**config.mk**
```make
export PLATFORM = sky130hd
export DESIGN_NAME = cmd_responder
export DESIGN_NICKNAME = d
export VERILOG_FILES = /design/src/rtl/cmd_responder.sv
export SDC_FILE = /design/constraint.sdc
export NUM_CORES = 1
export LEC_CHECK = 0
export CAP_MARGIN = 20
export CORE_MARGIN = 1.5
export CORE_UTILIZATION = 28
export CTS_CLUSTER_SIZE = 14
export DETAILED_ROUTE_END_ITERATION = 10
export PLACE_DENSITY = 0.62
export REMOVE_ABC_BUFFERS = 1
export SETUP_SLACK_MARGIN = 0.02
export SLEW_MARGIN = 20
export SYNTH_ARGS = -nofsm -noshare
export SYNTH_HDL_FRONTEND = slang
export SYNTH_SLANG_ARGS = --single-unit
```
**constraint.sdc**
```tcl
create_clock -name clock -period 8.7 [get_ports clock]
set_input_delay 1.74 -clock clock [delete_from_list [all_inputs] [get_ports clock]]
set_output_delay 1.74 -clock clock [all_outputs]
set_load 0.02 [all_outputs]
```
**src/rtl/cmd_responder.sv**
```systemverilog
// rtl/cmd_responder.sv - card-side SD command responder: capture, validate, dispatch to core, return response
// Optional: CMD_LEGAL_CHECK_EN enables rejection of indices whose LEGAL_MASK bit is 0.
module cmd_responder #(
  parameter int          RESP_TIMEOUT = 1024,
  parameter logic [63:0] LEGAL_MASK   = 64'hFFFF_FFFF_FFFF_FFFF
) (
  input  logic        clock,
  input  logic        reset,
  input  logic        strobe_in,
  input  logic [39:0] cmd_in,
  input  logic        serial_ready,
  input  logic        ack_in,
  output logic        ack_out,
  output logic        strobe_out,
  output logic [39:0] resp_out,
  output logic        cmd_valid,
  output logic [5:0]  cmd_index,
  output logic [31:0] cmd_argument,
  input  logic        core_resp_valid,
  input  logic [31:0] core_resp,
  output logic        busy,
  output logic        frame_error,
  output logic        index_error,
  output logic        resp_timeout
);

  localparam int CW = $clog2(RESP_TIMEOUT) + 1;
  localparam logic [CW-1:0] COUNT_LAST = CW'(RESP_TIMEOUT - 1);
  localparam logic [31:0]   ILLEGAL_COMMAND = 32'h0040_0000;

  typedef enum logic [2:0] {IDLE, DECODE, WAIT_CORE, SEND_RESP, WAIT_ACK} state_t;

  state_t        state, state_nxt;
  logic          strobe_q;
  logic [1:0]    start_q, start_nxt;
  logic [CW-1:0] count, count_nxt;
  logic [31:0]   resp_word, resp_word_nxt;

  logic        ack_nxt, strobe_out_nxt, cmd_valid_nxt, busy_nxt;
  logic        frame_error_nxt, index_error_nxt, resp_timeout_nxt;
  logic [39:0] resp_out_nxt;
  logic [5:0]  cmd_index_nxt;
  logic [31:0] cmd_argument_nxt;

  always_ff @(posedge clock or posedge reset) begin
    if (reset) begin
      state        <= IDLE;
      strobe_q     <= 1'b0;
      start_q      <= 2'b00;
      count        <= '0;
      resp_word    <= '0;
      ack_out      <= 1'b0;
      strobe_out   <= 1'b0;
      resp_out     <= '0;
      cmd_valid    <= 1'b0;
      cmd_index    <= '0;
      cmd_argument <= '0;
      busy         <= 1'b0;
      frame_error  <= 1'b0;
      index_error  <= 1'b0;
      resp_timeout <= 1'b0;
    end else begin
      state        <= state_nxt;
      strobe_q     <= strobe_in;
      start_q      <= start_nxt;
      count        <= count_nxt;
      resp_word    <= resp_word_nxt;
      ack_out      <= ack_nxt;
      strobe_out   <= strobe_out_nxt;
      resp_out     <= resp_out_nxt;
      cmd_valid    <= cmd_valid_nxt;
      cmd_index    <= cmd_index_nxt;
      cmd_argument <= cmd_argument_nxt;
      busy         <= busy_nxt;
      frame_error  <= frame_error_nxt;
      index_error  <= index_error_nxt;
      resp_timeout <= resp_timeout_nxt;
    end
  end

  always_comb begin
    state_nxt        = state;
    start_nxt        = start_q;
    count_nxt        = count;
    resp_word_nxt    = resp_word;
    ack_nxt          = 1'b0;
    cmd_valid_nxt    = 1'b0;
    frame_error_nxt  = 1'b0;
    index_error_nxt  = 1'b0;
    resp_timeout_nxt = 1'b0;
    strobe_out_nxt   = strobe_out;
    resp_out_nxt     = resp_out;
    cmd_index_nxt    = cmd_index;
    cmd_argument_nxt = cmd_argument;

    case (state)
      IDLE: begin
        // Only a fresh rising edge starts a command; a held level is ignored.
        if (strobe_in && !strobe_q) begin
          start_nxt        = cmd_in[39:38];
          cmd_index_nxt    = cmd_in[37:32];
          cmd_argument_nxt = cmd_in[31:0];
          ack_nxt          = 1'b1;
          state_nxt        = DECODE;
        end
      end
      DECODE: begin
        if (start_q != 2'b01) begin
          frame_error_nxt = 1'b1;
          state_nxt       = IDLE;
        end
`ifdef CMD_LEGAL_CHECK_EN
        else if (!LEGAL_MASK[cmd_index]) begin
          index_error_nxt = 1'b1;
          resp_word_nxt   = ILLEGAL_COMMAND;
          state_nxt       = SEND_RESP;
        end
`endif
        else begin
          cmd_valid_nxt = 1'b1;
          count_nxt     = '0;
          state_nxt     = WAIT_CORE;
        end
      end
      WAIT_CORE: begin
        // A response arriving on the timeout cycle still wins.
        if (core_resp_valid) begin
          resp_word_nxt = core_resp;
          state_nxt     = SEND_RESP;
        end else if (count == COUNT_LAST) begin
          resp_timeout_nxt = 1'b1;
          state_nxt        = IDLE;
        end else begin
          count_nxt = count + 1'b1;
        end
      end
      SEND_RESP: begin
        if (serial_ready) begin
          strobe_out_nxt = 1'b1;
          resp_out_nxt   = {2'b00, cmd_index, resp_word};
          state_nxt      = WAIT_ACK;
        end
      end
      WAIT_ACK: begin
        if (ack_in) begin
          strobe_out_nxt = 1'b0;
          resp_out_nxt   = '0;
          state_nxt      = IDLE;
        end
      end
      default: state_nxt = IDLE;
    endcase

    busy_nxt = (state_nxt != IDLE);
  end

endmodule

```
-- After elaboration in Yosys (flattened, before gate mapping)
Cells that the tools add are included.
- bits in registers: 133
- input bits: 78
- output and inout port bits: 85
- logic and storage cells: 62
- add/subtract/negate cells: 1
- equal/unequal tests: 11
- muxes and demuxes: 26
- reduce and logical (&&, ||, !) cells: 10
- operators by type and width (operator ; number):
    40-bit two-way mux ; 2
    40-bit one-hot mux with 2 select lines ; 1
    11-bit two-way mux ; 3
    11-bit one-hot mux with 2 select lines ; 1
    3-bit two-way mux ; 5
    3-bit one-hot mux with 5 select lines ; 1
    11-bit by 1-bit adder with 11-bit output, second input constant ; 1
    11-bit by 10-bit == test with 1-bit output, second input constant ; 1
    1-bit two-way mux ; 11
    2-bit inequality test, second input constant ; 5
    3-bit by 2-bit == test with 1-bit output, second input constant ; 2
    2-bit AND reduction ; 2
    4-bit AND reduction ; 1
    2-bit nonzero test ; 2
    3-bit by 1-bit == test with 1-bit output, second input constant ; 1
    3-bit == test, second input constant ; 1
    3-bit logical NOT ; 1
    3-bit AND reduction ; 1
    3-bit nonzero test ; 1
    2-bit two-way mux ; 1
    2-bit by 1-bit inequality test with 1-bit output, second input constant ; 1
    1-bit one-hot mux with 2 select lines ; 1
    1-bit logical AND ; 1
    1-bit logical NOT ; 1

-- Logic depth before layout (Yosys ltp)
- depth in word-level cells: 5
- gate-level depth with buffers: 7
- gate-level depth less buffers: 5

-- Worst setup path after synthesis
Ideal clock, no wire load.
- path kind: in2reg
- from: input port serial_ready
- to: register resp_out[17]
- library setup time: 66 ps
- arrival time: 2831 ps
- required time: 8634 ps
- slack: 5802 ps
- cell stages on the path: 6
- path buffers: 2
- cell sequence: nand2_1 -> nor2_1 -> a31oi_1 -> clkbuf_1 -> buf_1 -> a22o_1
- longest elaborated chain between the ends: 2
- ends and longest elaborated chain (item ; line ; source):
    start: declaration ; 11 ; input logic serial_ready,
    2-bit inequality test (no line) ; - ;
    3-bit AND reduction (no line) ; - ;
    end signal: assignment ; 70 ; resp_out <= resp_out_nxt;
    end: declaration ; 15 ; output logic [39:0] resp_out,
Every way passes these cells.
A chain may end at the register's enable or synchronous reset.

-- Worst setup path in the final report
- from: input port serial_ready
- to: register resp_out[34]
The elaborated chain is that of the path after synthesis.

==> run_results.csv <==
group,metric,value,unit
timing,min_period,3.58,ns
place,place_ws,4.60,ns
die,initial_utilization,28.9,%
global_routing,grt_pass1_wl,19300,um
clock_network,numCtsBuffers,17,
die,chipHeight,137,um
timing,rsz0062_at_grt,"no",
hold_path,min_from,"resp_word[23]",
worst_setup_path,startpoint_type,"input port",
yosys,synth_seq_cells,131,
finish,drive_gt1_share,22.0,%
clock_network,post-cts-setup-buffers,0,
finish,final_util,42.9,%
finish,num_antenna_cells,0,
clock_network,clkTransAtPathRegs,0.06,ns
worst_setup_path,cp_max_fo,40,
hold_path,min_path_type,"reg -> reg",
hold_path,hold_depth,1,
clock_network,clock_latency,0.41,ns
clock_network,clk_path_buf_depth,2,
timing,hold_viol_final,0,
die,core_area,17400,um2
route,wl,12200,um
timing,setup_tns,0,ns
place,portBuffers,159,
global_routing,use_met3,4.37,%
yosys,synthFlopType,"dfrtp_1",
die,die_w,137,um
worst_setup_path,cp_data_arrival_time,3.88,ns
global_routing,overflow,0,
finish,mostFrequentLayoutCells,"159 x clkdlybuf4s50_1, 131 x dfrtp_1, 72 x mux2_2",
yosys,yosysUniqueCellTypes,40,
route,drtIter0Drc,218,
finish,final_nets,584,
yosys,yosysWarnings,0,
worst_setup_path,reg2regPathDepth,5,
die,rows,48,
worst_setup_path,slowest_stage,"nor2_4",
yosys,synth_area,5030,um2
yosys,synthArstFlopShare,100,%
clock_network,htreeDepth,4,
place,gp_congestion,0.778,
global_routing,antenna_found_initial,0,
worst_setup_path,r2r-end,"resp_out[34]",
timing,skew,0.00527,ns
clock_network,holdBufCountCts,0,
timing,max_freq,279,MHz
place,dpl_cell_area,6840,um2
timing,period_share,41.2,%
timing,worstMarginPinSlew,1.04,ns
worst_setup_path,reg2reg_from,"state[2]",
global_routing,grt_pass1_vias,3579,
worst_setup_path,critPathKind,"in -> reg",
clock_network,post_cts_resized,0,
worst_setup_path,cp.required,9.00,ns
worst_setup_path,end_kind,"register",
timing,setup_slack,5.12,ns
yosys,ys_seq_area_share,65.2,%
worst_setup_path,crit_chain,"clkdlybuf4s50_1, nand2_1, nor2_4, a31oi_4, buf_16, a22o_1",
timing,slew_viol_final,0,
worst_setup_path,slowest_delay,0.82,ns
route,viasPerCell,4.66,
route,drtAntennaViolNets,0,
global_routing,grt_usage,13.6,%
hold_path,hold_end,"resp_word[23]",
finish,fillCellCount,1598,
status,status,"finished clean",
global_routing,grt_max_degree,82,
route,wl_per_cell,16.4,um
yosys,avgSynthCellArea,14.5,um2
clock_network,cts_tree,"yes",
finish,layout_commonest_cell,"clkdlybuf4s50_1",
timing,slew_headroom,30.4,%
die,dieArea,18800,um2
worst_setup_path,worst-path-buf-inv,2,
route,drc,0,
worst_setup_path,cpLargestDelayFamily,"simple AND/OR/NAND/NOR gates",
global_routing,use_met1,17.3,%
global_routing,busiest_layer,"met2",
finish,final_area,7480,um2
power_and_ir_drop,vdd_ir_drop_max,158,uV
yosys,synth-edff-count,0,
clock_network,cts_root_buf,"clkbuf_16",
route,vias,3466,
route,drtPass1Iterations,4,
clock_network,clock_sinks,131,
job,maxCapViolCount,0,
worst_setup_path,r2r_slack,6.32,ns
global_routing,met2_usage,21.6,%
die,io_pins,163,
power_and_ir_drop,powerDensity,387,nW/um2
timing,setup_viol,0,
power_and_ir_drop,p_leak,3.20,nW
yosys,syn_inst,346,
place,dp_hpwl,8170,um
finish,areaGrowthSynthToFinish,48.8,%
==> metal layers <==
| layer | vias to the layer above | wire (um) |
|---|---|---|
| li1 | 1576 | - |
| met1 | 1773 | 5270 |
| met2 | 107 | 6130 |
| met3 | 10 | 626 |
| met4 | 0 | 156 |
| met5 | - | 0 |
==> logic make-up (layout without fill, tap and decap cells) <==
logic type / count (synthesis) / in the layout / synth area share, %
adder cells (fa/ha/maj): 1 / 1 / 0.249
multiplexers: 77 / 77 / 17.1
AO/OA/AOI/OAI: 56 / 56 / 9.28
other: 1 / 3 / 0.0746
AND/OR/NAND/NOR: 54 / 54 / 5.72
flip-flops: 131 / 131 / 65.2
buffers and inverters: 26 / 196 / 2.31
==> synthesized netlist by cell type (2+ instances only) <==
library cell,n,area share (%)
o2bb2ai_1,3,0.52
buf_2,6,0.60
buf_4,3,0.45
and3_1,5,0.62
nand2b_1,2,0.25
mux2i_1,4,0.80
or2_2,2,0.25
inv_1,3,0.22
nor3_1,6,0.60
nand4_1,3,0.37
a22o_1,39,6.8
nor2_1,12,0.90
mux2_2,72,16
nand2_1,8,0.60
nor4_1,2,0.25
a21oi_1,2,0.20
a211o_1,3,0.52
buf_1,2,0.15
nor3b_1,2,0.30
clkbuf_1,12,0.90
nand3_1,5,0.50
o21ai_0,2,0.20
dfrtp_1,131,65
==> state kept, by name, summed over array words and instances (netlist names), 2 cells and up <==
register      count
cmd_argument     32
cmd_index         6
count            11
resp_out         38
resp_word        32
start_q           2
state             3
==> stage by stage <==
stage	hold WS [ns]	total power [mW]	cells
6_report	0.488	2.89	743
5_1_grt	0.517	3.05	743
4_1_cts	0.490	2.92	742
3_5_place_dp	0.473	2.17	710
3_3_place_gp	0.469	2.14	710
2_1_floorplan	0.459	1.63	325
==> layout make-up <==
| class | instances | area, um2 | area share (%) |
|---|---|---|---|
| clock buffer | 19 | 453 | 6.06 |
| clock inverter | 13 | 158 | 2.11 |
| inverter | 3 | 16.3 | 0.218 |
| multi-input combinational | 191 | 1670 | 22.3 |
| sequential | 131 | 3280 | 43.8 |
| tap | 225 | 282 | 3.76 |
| timing repair buffer | 161 | 1630 | 21.8 |
==> power breakdown <==
part	internal, mW	switching [mW]	total (mW)
sequential	0.897	0.187	1.08
clock	0.465	0.273	0.738
combinational	0.588	0.482	1.07
==> worst max-delay path by stage <==
| stage | startpoint | slack (ns) | cells after the start | end |
|---|---|---|---|---|
| CTS | serial_ready | 5.05 | 5 | resp_out[13] |
| finish | serial_ready | 5.12 | 6 | resp_out[34] |
| floorplan | reset | 3.46 | 1 | ack_out |
| detailed placement | serial_ready | 4.60 | 5 | resp_out[34] |
| global placement | serial_ready | 4.64 | 5 | resp_out[6] |
| global route | serial_ready | 5.00 | 6 | resp_out[34] |
Power figures use the tool's default switching activity.
